===== config.mk =====
export PLATFORM = sky130hd
export DESIGN_NAME = cpu_writeback_queue
export DESIGN_NICKNAME = d
export VERILOG_FILES = /design/src/rtl/cpu_writeback_queue_pkg.sv /design/src/rtl/cpu_writeback_queue_fifo.sv /design/src/rtl/cpu_writeback_queue.sv
export SDC_FILE = /design/constraint.sdc
export NUM_CORES = 1
export LEC_CHECK = 0
export CORE_MARGIN = 2
export CORE_UTILIZATION = 40
export CTS_CLUSTER_SIZE = 8
export DETAILED_ROUTE_END_ITERATION = 7
export PLACE_DENSITY_LB_ADDON = 0.05
export SYNTH_ARGS = -nofsm -noshare
export SYNTH_HDL_FRONTEND = slang
export SYNTH_SLANG_ARGS = --single-unit

===== constraint.sdc =====
create_clock -name i_clock -period 4.55 [get_ports i_clock]
set_input_delay 1.1375 -clock i_clock [delete_from_list [all_inputs] [get_ports i_clock]]
set_output_delay 1.1375 -clock i_clock [all_outputs]
set_load 0.02 [all_outputs]

===== src/rtl/cpu_writeback_queue_pkg.sv =====
// cpu_writeback_queue_pkg
//   Shared definitions for the writeback queue: default widths, the
//   register-zero constant and the bit layout of one queued entry.
//   Entry layout, MSB to LSB: {tag, inst_rd, rd, pc_next}.
package cpu_writeback_queue_pkg;

   localparam int DEFAULT_XLEN  = 32;
   localparam int DEFAULT_TAG_W = 8;
   localparam int REG_IDX_W     = 5;

   localparam logic [REG_IDX_W-1:0] REG_ZERO = 5'd0;

   // Total entry width for a given data width and tag width.
   function automatic int entry_width(input int xlen, input int tag_w);
      return tag_w + REG_IDX_W + 2 * xlen;
   endfunction

   // Field LSB positions inside a packed entry.
   function automatic int pc_next_lsb(input int xlen);
      return 0 * xlen;
   endfunction

   function automatic int rd_lsb(input int xlen);
      return xlen;
   endfunction

   function automatic int inst_rd_lsb(input int xlen);
      return 2 * xlen;
   endfunction

   function automatic int tag_lsb(input int xlen);
      return 2 * xlen + REG_IDX_W;
   endfunction

endpackage


===== src/rtl/cpu_writeback_queue_fifo.sv =====
// writeback_fifo
//   In-order storage for the writeback queue. Holds DEPTH packed entries,
//   the head/tail pointers and an occupancy count (the count, not the
//   pointers, distinguishes full from empty). Every slot is exposed flat
//   on o_slots so the parent can run forwarding searches.
//   The parent only pushes when there is room (or a pop happens at the same
//   edge) and only pops when o_count > 0; no overflow checking is done here.
// Ports:
//   i_clock, i_reset        clock, asynchronous active-high reset
//   i_push, i_data          write i_data at the tail
//   i_pop                   advance the head
//   o_head_data, o_head_ptr oldest entry and its slot index
//   o_slots                 all slots, slot k at [k*WIDTH +: WIDTH]
//   o_count, o_full         occupancy
module writeback_fifo #(
   parameter int WIDTH = 8,
   parameter int DEPTH = 4,
   localparam int PTR_W = $clog2(DEPTH),
   localparam int CNT_W = PTR_W + 1
) (
   input  logic                   i_clock,
   input  logic                   i_reset,
   input  logic                   i_push,
   input  logic                   i_pop,
   input  logic [WIDTH-1:0]       i_data,
   output logic [WIDTH-1:0]       o_head_data,
   output logic [PTR_W-1:0]       o_head_ptr,
   output logic [DEPTH*WIDTH-1:0] o_slots,
   output logic [CNT_W-1:0]       o_count,
   output logic                   o_full
);

   logic [PTR_W-1:0] head_reg;
   logic [PTR_W-1:0] tail_reg;
   logic [CNT_W-1:0] count_reg;
   logic [CNT_W-1:0] count_next;

   always_comb begin
      count_next = count_reg;
      case ({i_push, i_pop})
         2'b10:   count_next = count_reg + 1'b1;
         2'b01:   count_next = count_reg - 1'b1;
         default: count_next = count_reg;
      endcase
   end

   // DEPTH is a power of two, so pointer wrap is the natural overflow.
   always_ff @(posedge i_clock or posedge i_reset) begin
      if (i_reset) begin
         head_reg  <= '0;
         tail_reg  <= '0;
         count_reg <= '0;
      end else begin
         if (i_push) tail_reg <= tail_reg + 1'b1;
         if (i_pop)  head_reg <= head_reg + 1'b1;
         count_reg <= count_next;
      end
   end

   // Entry storage carries no reset; validity comes from head/count only.
   for (genvar gi = 0; gi < DEPTH; gi++) begin : g_slot
      logic [WIDTH-1:0] data_reg;

      always_ff @(posedge i_clock) begin
         if (i_push && (tail_reg == PTR_W'(gi))) data_reg <= i_data;
      end

      assign o_slots[gi*WIDTH +: WIDTH] = data_reg;
   end

   assign o_head_data = o_slots[head_reg*WIDTH +: WIDTH];
   assign o_head_ptr  = head_reg;
   assign o_count     = count_reg;
   assign o_full      = (count_reg == CNT_W'(DEPTH));

endmodule


===== src/rtl/cpu_writeback_queue.sv =====
// cpu_writeback_queue
//   Buffered writeback stage between memory and the register-file commit
//   port. New entries are offered by changing i_tag relative to o_in_tag,
//   queued in order, and retired one per cycle while i_rf_ready is high.
//   Two combinational forwarding ports return the youngest pending value
//   for a register, including the retirement register while o_rd_we is set.
// Ports:
//   i_clock, i_reset                       clock, async active-high reset
//   i_tag, i_inst_rd, i_rd, i_pc_next      incoming entry
//   o_in_tag, o_full, o_count              accept handshake / occupancy
//   i_rf_ready                             commit port ready
//   o_tag, o_inst_rd, o_rd, o_pc_next      last retired entry
//   o_rd_we                                one-cycle write pulse (rd != x0)
//   i_fwd_rs1/2, o_fwd_rs1/2_hit, o_fwd_rs1/2   forwarding lookups
module cpu_writeback_queue
   import cpu_writeback_queue_pkg::*;
#(
   parameter int XLEN  = DEFAULT_XLEN,
   parameter int TAG_W = DEFAULT_TAG_W,
   parameter int DEPTH = 4
) (
   input  logic                     i_clock,
   input  logic                     i_reset,
   input  logic [TAG_W-1:0]         i_tag,
   input  logic [4:0]               i_inst_rd,
   input  logic [XLEN-1:0]          i_rd,
   input  logic [XLEN-1:0]          i_pc_next,
   output logic [TAG_W-1:0]         o_in_tag,
   output logic                     o_full,
   output logic [$clog2(DEPTH):0]   o_count,
   input  logic                     i_rf_ready,
   output logic [TAG_W-1:0]         o_tag,
   output logic [4:0]               o_inst_rd,
   output logic [XLEN-1:0]          o_rd,
   output logic [XLEN-1:0]          o_pc_next,
   output logic                     o_rd_we,
   input  logic [4:0]               i_fwd_rs1,
   input  logic [4:0]               i_fwd_rs2,
   output logic                     o_fwd_rs1_hit,
   output logic                     o_fwd_rs2_hit,
   output logic [XLEN-1:0]          o_fwd_rs1,
   output logic [XLEN-1:0]          o_fwd_rs2
);

   localparam int ENTRY_W = entry_width(XLEN, TAG_W);
   localparam int PTR_W   = $clog2(DEPTH);
   localparam int CNT_W   = PTR_W + 1;
   localparam int PC_LSB  = pc_next_lsb(XLEN);
   localparam int RD_LSB  = rd_lsb(XLEN);
   localparam int IDX_LSB = inst_rd_lsb(XLEN);
   localparam int TAG_LSB = tag_lsb(XLEN);

   logic [TAG_W-1:0]         in_tag_reg;
   logic [TAG_W-1:0]         tag_reg;
   logic [4:0]               inst_rd_reg;
   logic [XLEN-1:0]          rd_reg;
   logic [XLEN-1:0]          pc_next_reg;
   logic                     rd_we_reg;

   logic                     accept;
   logic                     retire;
   logic [ENTRY_W-1:0]       push_data;
   logic [ENTRY_W-1:0]       head_data;
   logic [DEPTH*ENTRY_W-1:0] slots;
   logic [PTR_W-1:0]         head_ptr;
   logic [CNT_W-1:0]         count;
   logic                     full;

   // A full queue may still accept when the head retires at the same edge.
   assign retire    = (count != '0) && i_rf_ready;
   assign accept    = (i_tag != in_tag_reg) && (!full || retire);
   assign push_data = {i_tag, i_inst_rd, i_rd, i_pc_next};

   writeback_fifo #(
      .WIDTH (ENTRY_W),
      .DEPTH (DEPTH)
   ) u_fifo (
      .i_clock     (i_clock),
      .i_reset     (i_reset),
      .i_push      (accept),
      .i_pop       (retire),
      .i_data      (push_data),
      .o_head_data (head_data),
      .o_head_ptr  (head_ptr),
      .o_slots     (slots),
      .o_count     (count),
      .o_full      (full)
   );

   always_ff @(posedge i_clock or posedge i_reset) begin
      if (i_reset) begin
         in_tag_reg <= '0;
      end else if (accept) begin
         in_tag_reg <= i_tag;
      end
   end

   always_ff @(posedge i_clock or posedge i_reset) begin
      if (i_reset) begin
         tag_reg     <= '0;
         inst_rd_reg <= '0;
         rd_reg      <= '0;
         pc_next_reg <= '0;
         rd_we_reg   <= 1'b0;
      end else begin
         rd_we_reg <= 1'b0;
         if (retire) begin
            tag_reg     <= head_data[TAG_LSB +: TAG_W];
            inst_rd_reg <= head_data[IDX_LSB +: REG_IDX_W];
            rd_reg      <= head_data[RD_LSB +: XLEN];
            pc_next_reg <= head_data[PC_LSB +: XLEN];
            rd_we_reg   <= (head_data[IDX_LSB +: REG_IDX_W] != REG_ZERO);
         end
      end
   end

   // Forwarding: walk from oldest to youngest so the last match wins. The
   // retirement register is older than anything still queued, so it is
   // checked first and any queued match overrides it.
   for (genvar gi = 0; gi < 2; gi++) begin : g_fwd
      logic [4:0]       idx;
      logic             hit;
      logic [XLEN-1:0]  val;
      logic [PTR_W-1:0] age_idx;

      assign idx = (gi == 0) ? i_fwd_rs1 : i_fwd_rs2;

      always_comb begin
         hit     = 1'b0;
         val     = '0;
         age_idx = '0;
         if (idx != REG_ZERO) begin
            if (rd_we_reg && (inst_rd_reg == idx)) begin
               hit = 1'b1;
               val = rd_reg;
            end
            for (int k = 0; k < DEPTH; k++) begin
               age_idx = head_ptr + PTR_W'(k);
               if ((CNT_W'(k) < count) &&
                   (slots[age_idx*ENTRY_W + IDX_LSB +: REG_IDX_W] == idx)) begin
                  hit = 1'b1;
                  val = slots[age_idx*ENTRY_W + RD_LSB +: XLEN];
               end
            end
         end
      end
   end

   assign o_in_tag      = in_tag_reg;
   assign o_full        = full;
   assign o_count       = count;
   assign o_tag         = tag_reg;
   assign o_inst_rd     = inst_rd_reg;
   assign o_rd          = rd_reg;
   assign o_pc_next     = pc_next_reg;
   assign o_rd_we       = rd_we_reg;
   assign o_fwd_rs1_hit = g_fwd[0].hit;
   assign o_fwd_rs1     = g_fwd[0].val;
   assign o_fwd_rs2_hit = g_fwd[1].hit;
   assign o_fwd_rs2     = g_fwd[1].val;

endmodule


Yosys cells after proc, flatten, opt, wreduce, memory -nomap -nowiden:

Index checks and enable logic that the tools add are counted.

* bits of input ports: 90
* memories kept: 0
* output and inout port bits: 156
* bits in read-only memories: 0
* bits in latches: 0
* bits in writable memories: 0
* flip-flop bits (word level): 401

* add/sub/neg operators: 14
* shift-type cells: 9
* multiplexer cells: 26
* bitwise gates (word level): 0
* reduce and logical (&&, ||, !) cells: 24
* magnitude comparators: 4
* equality and inequality tests: 17
* div/mod/pow operators: 0
* $mul: 4

Operators by type and width (count)
* 308-bit by 11-bit indexed part select with 32-bit output: 4
* 308-bit by 11-bit indexed part select with 5-bit output: 4
* 32-bit 2-to-1 mux: 12
* 308-bit by 10-bit indexed part select with 77-bit output: 1
* 5-bit == test: 10
* 9-bit by 6-bit adder with 10-bit output (second input constant): 4
* 9-bit by 7-bit adder with 10-bit output (second input constant): 4
* 2-bit by 7-bit multiplier with 9-bit output (second input constant): 4
* 1-bit logical AND: 16
* 5-bit nonzero test: 3
* 1-bit 2-to-1 mux: 13
* 8-bit != test: 1
* 2-bit == test (second input constant): 3
* 1-bit by 3-bit less-than comparator with 1-bit output (first input constant): 2
* 2-bit by 3-bit less-than comparator with 1-bit output (first input constant): 2
* 3-bit case mux with 2 select lines: 1
* 2-bit by 1-bit adder with 2-bit output (second input constant): 2
* 2-bit adder (second input constant): 2
* 2-bit by 1-bit == test with 1-bit output (second input constant): 2
* 3-bit by 1-bit adder with 3-bit output (second input constant): 1
* 3-bit == test (second input constant): 1
* 3-bit nonzero test: 1
* 3-bit by 1-bit subtractor with 3-bit output (second input constant): 1
* 2-bit zero test: 1
* 3 further kinds: 3

Depth between registers and ports, before layout:

* depth in word-level cells: 10
* depth in mapped cells: 11
* mapped depth without buffers: 7

Hierarchy:

Synthesis repeated with hierarchy kept, for this count alone.

* cell total of the unflattened synthesis: 1395
* area total of the unflattened synthesis: 22093.7 um^2

Modules (own cells, without submodules)
* writeback_fifo: instances 1, area each 11508.5 um^2, sequential area each 9424.0 um^2, cells an instance 439
* cpu_writeback_queue: instances 1, area each 10585.2 um^2, sequential area each 2152.1 um^2, cells an instance 956

Least setup slack after synthesis:

Ideal clock, no wire load.

* path kind: input to register
* start point: in i_tag[1]
* end point: reg u_fifo.g_slot[2].data_reg[0] (enable)
* path buffers: 2
* setup slack: 209 ps
* stages: 6
* arrival: 3898 ps
* path through: xnor2_1 -> nand4_1 -> o32a_1 -> clkbuf_1 -> buf_1 -> and2_1

* cells in the longest elaborated chain, start to end: 3

RTL lines
* start, declared: line cpu_writeback_queue.sv:24 `input logic [TAG_W-1:0] i_tag,`
* 8-bit != test: line cpu_writeback_queue.sv:71 `assign accept = (i_tag != in_tag_reg) && (!full || retire);`
* 1-bit logical AND: line cpu_writeback_queue.sv:71
* 1-bit logical AND: line cpu_writeback_queue_fifo.sv:65 `if (i_push && (tail_reg == PTR_W'(gi))) data_reg <= i_data;`
* end signal, assigned: line cpu_writeback_queue_fifo.sv:65
* end, declared: line cpu_writeback_queue_fifo.sv:62 `logic [WIDTH-1:0] data_reg;`

No other way between the ends.
A chain may end at the register's enable or synchronous reset.

Worst setup path in the final report:

* start point: in i_fwd_rs2[4]
* end point: out o_fwd_rs2[4]

* cells in the longest elaborated chain, start to end: 8
* elaborated cells on any way between the ends: 17
* classes of those cells: eq/ne: 5; mux: 6; reduce/logical: 6

RTL lines
* start, declared: line cpu_writeback_queue.sv:38 `input logic [4:0] i_fwd_rs2,`
* 5-bit == test: line cpu_writeback_queue.sv:133 `if (rd_we_reg && (inst_rd_reg == idx)) begin`
* 1-bit logical AND: line cpu_writeback_queue.sv:133
* 32-bit 2-to-1 mux: line cpu_writeback_queue.sv:133
* 32-bit 2-to-1 mux (4 in a row): line cpu_writeback_queue.sv:139 `if ((CNT_W'(k) < count) &&`
* 32-bit 2-to-1 mux (*): line cpu_writeback_queue.sv:132 `if (idx != REG_ZERO) begin`
* end, declared: line cpu_writeback_queue.sv:42 `output logic [XLEN-1:0] o_fwd_rs2`

Mark *: on every way between the ends. The rest lies on a longest branch, timed or not.

==> results.md <==
* Run status: finished, violations left
* Failing checks: negative setup slack
* Max reg flops at 308
* Slew margin rel. at 0.390
* Comb pwr share at 0.557
* Xor/xnor share of the synthesized area at 0.0263
* WP data arrival at 3550 ps
* CTS buffer count at 56
* IO buf count at 245
* Final instance area at 29,700 um^2
* CP Launch Type: input port
* Number of synthesis warnings at 0
* Synth Area per Inst at 12.8 um^2
* Post-cts hold buffer count at 0
* Placed Area at 25,500 um^2
* Synth Area in Compound Gates at 0.111
* Worst Skew at 34.3 ps
* Crit Path Max Fanout at 20
* Boundary Pins at 246
* Hold Crit Depth at 1
* Initial antenna violation count at 4
* Commonest non-fill, non-tap cell in the layout: edfxtp_1
* Routed len/inst at 26.2 um
* Worst vdd ir at 374 uV
* Area leader, netlist: edfxtp_1
* Min Tclk post-route at 4690 ps
* Mapped Area at 21,300 um^2
* Vias in the first global route at 16,500
* Count of different cell masters after synthesis at 55
* Synth top area share at 0.435
* Slew of the pin with the lowest slew margin at 912 ps
* Final hold violations at 0
* CTS tree: yes
* Post-synthesis net count at 1,760
* Cells after synthesis at 1,662
* Final slew viol count at 0
* Net Sw Frac at 0.407
* Largest family of logic cells by synthesized area: multiplexers
* Die Y-Extent at 235 um
* Via count at 16,300
* Total Power at 23.2 mW
* Final setup viols at 33
* Dpl cells at 2,580
* Static Leak at 10.8 nW
* Area added between synthesis and finish at 39.5%
* Total GRT Usage at 0.256
* Dpl hpwl at 42,000 um
* RSZ-0062 raised after global routing: yes
* CP Data Required Time at 3410 ps
* Grt total ovfl at 0
* Post-synthesis simple-gate area fraction at 0.0899
* Worst Hold Class: register to register
* Highest clock rate at 213 MHz
* Layout cells sized above 1 at 0.344
* Adder-cell area share of the yosys netlist at 0.00471
* Sequential Power Share at 0.273
* FF+latch count, synth at 401
* Post-route ant nets at 0
* Die width at 235 um
* Clock Tree Buf Depth at 3
* Placeable core region at 52,600 um^2
* Clk pwr share at 0.170
* Clock-pin slew on the worst setup and hold paths at 50 ps
* Psw at 9.45 mW
* First DRT Iteration DRCs at 1,264
* Skew-Pair Late Insertion Delay at 620 ps
* Final worst slack at -136 ps
* DRC at 0
* Final Cycle Share at 1.03
* Initial DRT Pass Iterations at 5
* Async set-reset flop share out of synthesis at 0.232
* Max-Cap Viols at 0
* Kind of critical path: input port to primary output
* Worst slack at placement at -749 ps
* Via-per-instance ratio at 5.88
* Utilization after layout at 0.564
* H-tree levels at 2
* Initial Utilization at 0.405
* Most frequent cells in the layout: edfxtp_1 (308), clkdlybuf4s50_1 (171), buf_4 (157), mux2i_1 (132), nor2_1 (120)
* Cell row count at 84
* Clk sinks at 401
* Placer Congestion at 0.879
* P_int at 13.7 mW
* Mux cell area share after synthesis at 0.188
* Final Instance Count excl. Fillers at 2,772
* Final WL at 72,500 um
* Main synth FF type: edfxtp_1
* EDFF count, synth at 308
* Top cells by area, synth: edfxtp_1 (44%), dfrtp_1 (11%), mux2i_1 (6.6%), mux4_2 (6.3%), mux2_2 (5.9%)
* Die area at 55,000 um^2
* CP Capture Type: primary output
* Root Buffer: clkbuf_16
* Largest net degree at the start of global routing at 118
* Power Density at 782 nW/um^2
* Final #Nets at 2,133
* Worst R2R Path Depth at 8
* First-pass GRT wire length at 105,000 um
* Part of the Yosys area used for sequential elements at 0.545
==> synthesized netlist by cell type (all sizes together) (2+ instances only) <==
| library cell | n |
|---|---|
| a211oi | 33 |
| a21o | 2 |
| a21oi | 37 |
| a221oi | 32 |
| a311oi | 32 |
| a31oi | 33 |
| and2 | 66 |
| buf | 59 |
| clkbuf | 95 |
| dfrtp | 93 |
| edfxtp | 308 |
| ha | 8 |
| inv | 13 |
| mux2 | 112 |
| mux2i | 140 |
| mux4 | 59 |
| nand2 | 62 |
| nand2b | 3 |
| nand3 | 73 |
| nand4 | 6 |
| nor2 | 136 |
| nor3 | 3 |
| nor4 | 2 |
| o211ai | 2 |
| o21ai | 70 |
| o21bai | 2 |
| o311ai | 33 |
| o32ai | 33 |
| o41a | 2 |
| or2 | 3 |
| or3 | 35 |
| or4 | 2 |
| xnor2 | 45 |
| xor2 | 18 |
==> routing by layer <==
| layer | up-vias | share of wire | global-route usage |
|---|---|---|---|
| li1 | 7238 | - | - |
| met1 | 8123 | 0.39 | 0.321 |
| met2 | 732 | 0.49 | 0.428 |
| met3 | 204 | 0.078 | 0.0578 |
| met4 | 6 | 0.043 | 0.103 |
| met5 | - | 0.00059 | 0 |
==> stage by stage <==
stage	hold slack, ps	setup TNS, ps
after floorplan	580	0
after detailed placement	493	-35500
after global placement	485	-34070
after global routing	519	-8080
final	502	-1660
after CTS	505	-2800
==> power groups by stage <==
stage / combinational [mW] / sequential (mW) / clock, mW
finish: 12.9 / 6.33 / 3.95
global route: 13.7 / 6.49 / 4.22
CTS: 12.1 / 6.31 / 4.05
floorplan: 6.40 / 6.65 / 0
detailed placement: 11.3 / 6.39 / 0
global placement: 11.2 / 6.35 / 0
==> timing repair <==
action / 4_1_cts / 5_1_grt
setup buffers: 41 / 28
pin swaps: 51 / 42
setup endpoints to repair: 66 / 65
resized for setup: 472 / 153
gates cloned: 6 / 12
==> final timing paths <==
kind / endpoint / slack [ps] / startpoint
worst max-delay path: o_fwd_rs2[4] / -140 / i_fwd_rs2[4]
worst min-delay path: o_pc_next[9] / 500 / o_pc_next[9]
worst max register to register: u_fifo.o_count[1] / 1810 / u_fifo.o_count[1]
worst min register to register: o_pc_next[9] / 500 / o_pc_next[9]
max in group asynchronous: o_rd[13] / 2810 / i_reset
min in group asynchronous: o_pc_next[17] / 910 / i_reset
==> area by class of cell <==
type	count	area [um^2]
clock buffers	104	1610
inverters	13	53.8
diodes	1	2.50
well taps	688	861
flip-flops and latches	401	11600
repair buffers	469	5170
clock inverters	2	60.1
multi-input cells	1094	10300
fillers	4377	22900
==> critical path: stages <==
cell and delay, ps:
clkdlybuf4s50_1 450, buf_4 180, xor2_1 220, nand3_2 150, buf_12 230, a21o_4 270
buf_12 140, buf_16 140, a31oi_1 270, o32ai_4 180, buf_6 160
==> kinds of logic after synthesis <==
family,Yosys count
compound gates,317
xor+xnor,63
fa+ha+maj,8
buf+inv,167
flops,401
mux,311
simple gates,395
(Power assumes the default switching activity.)
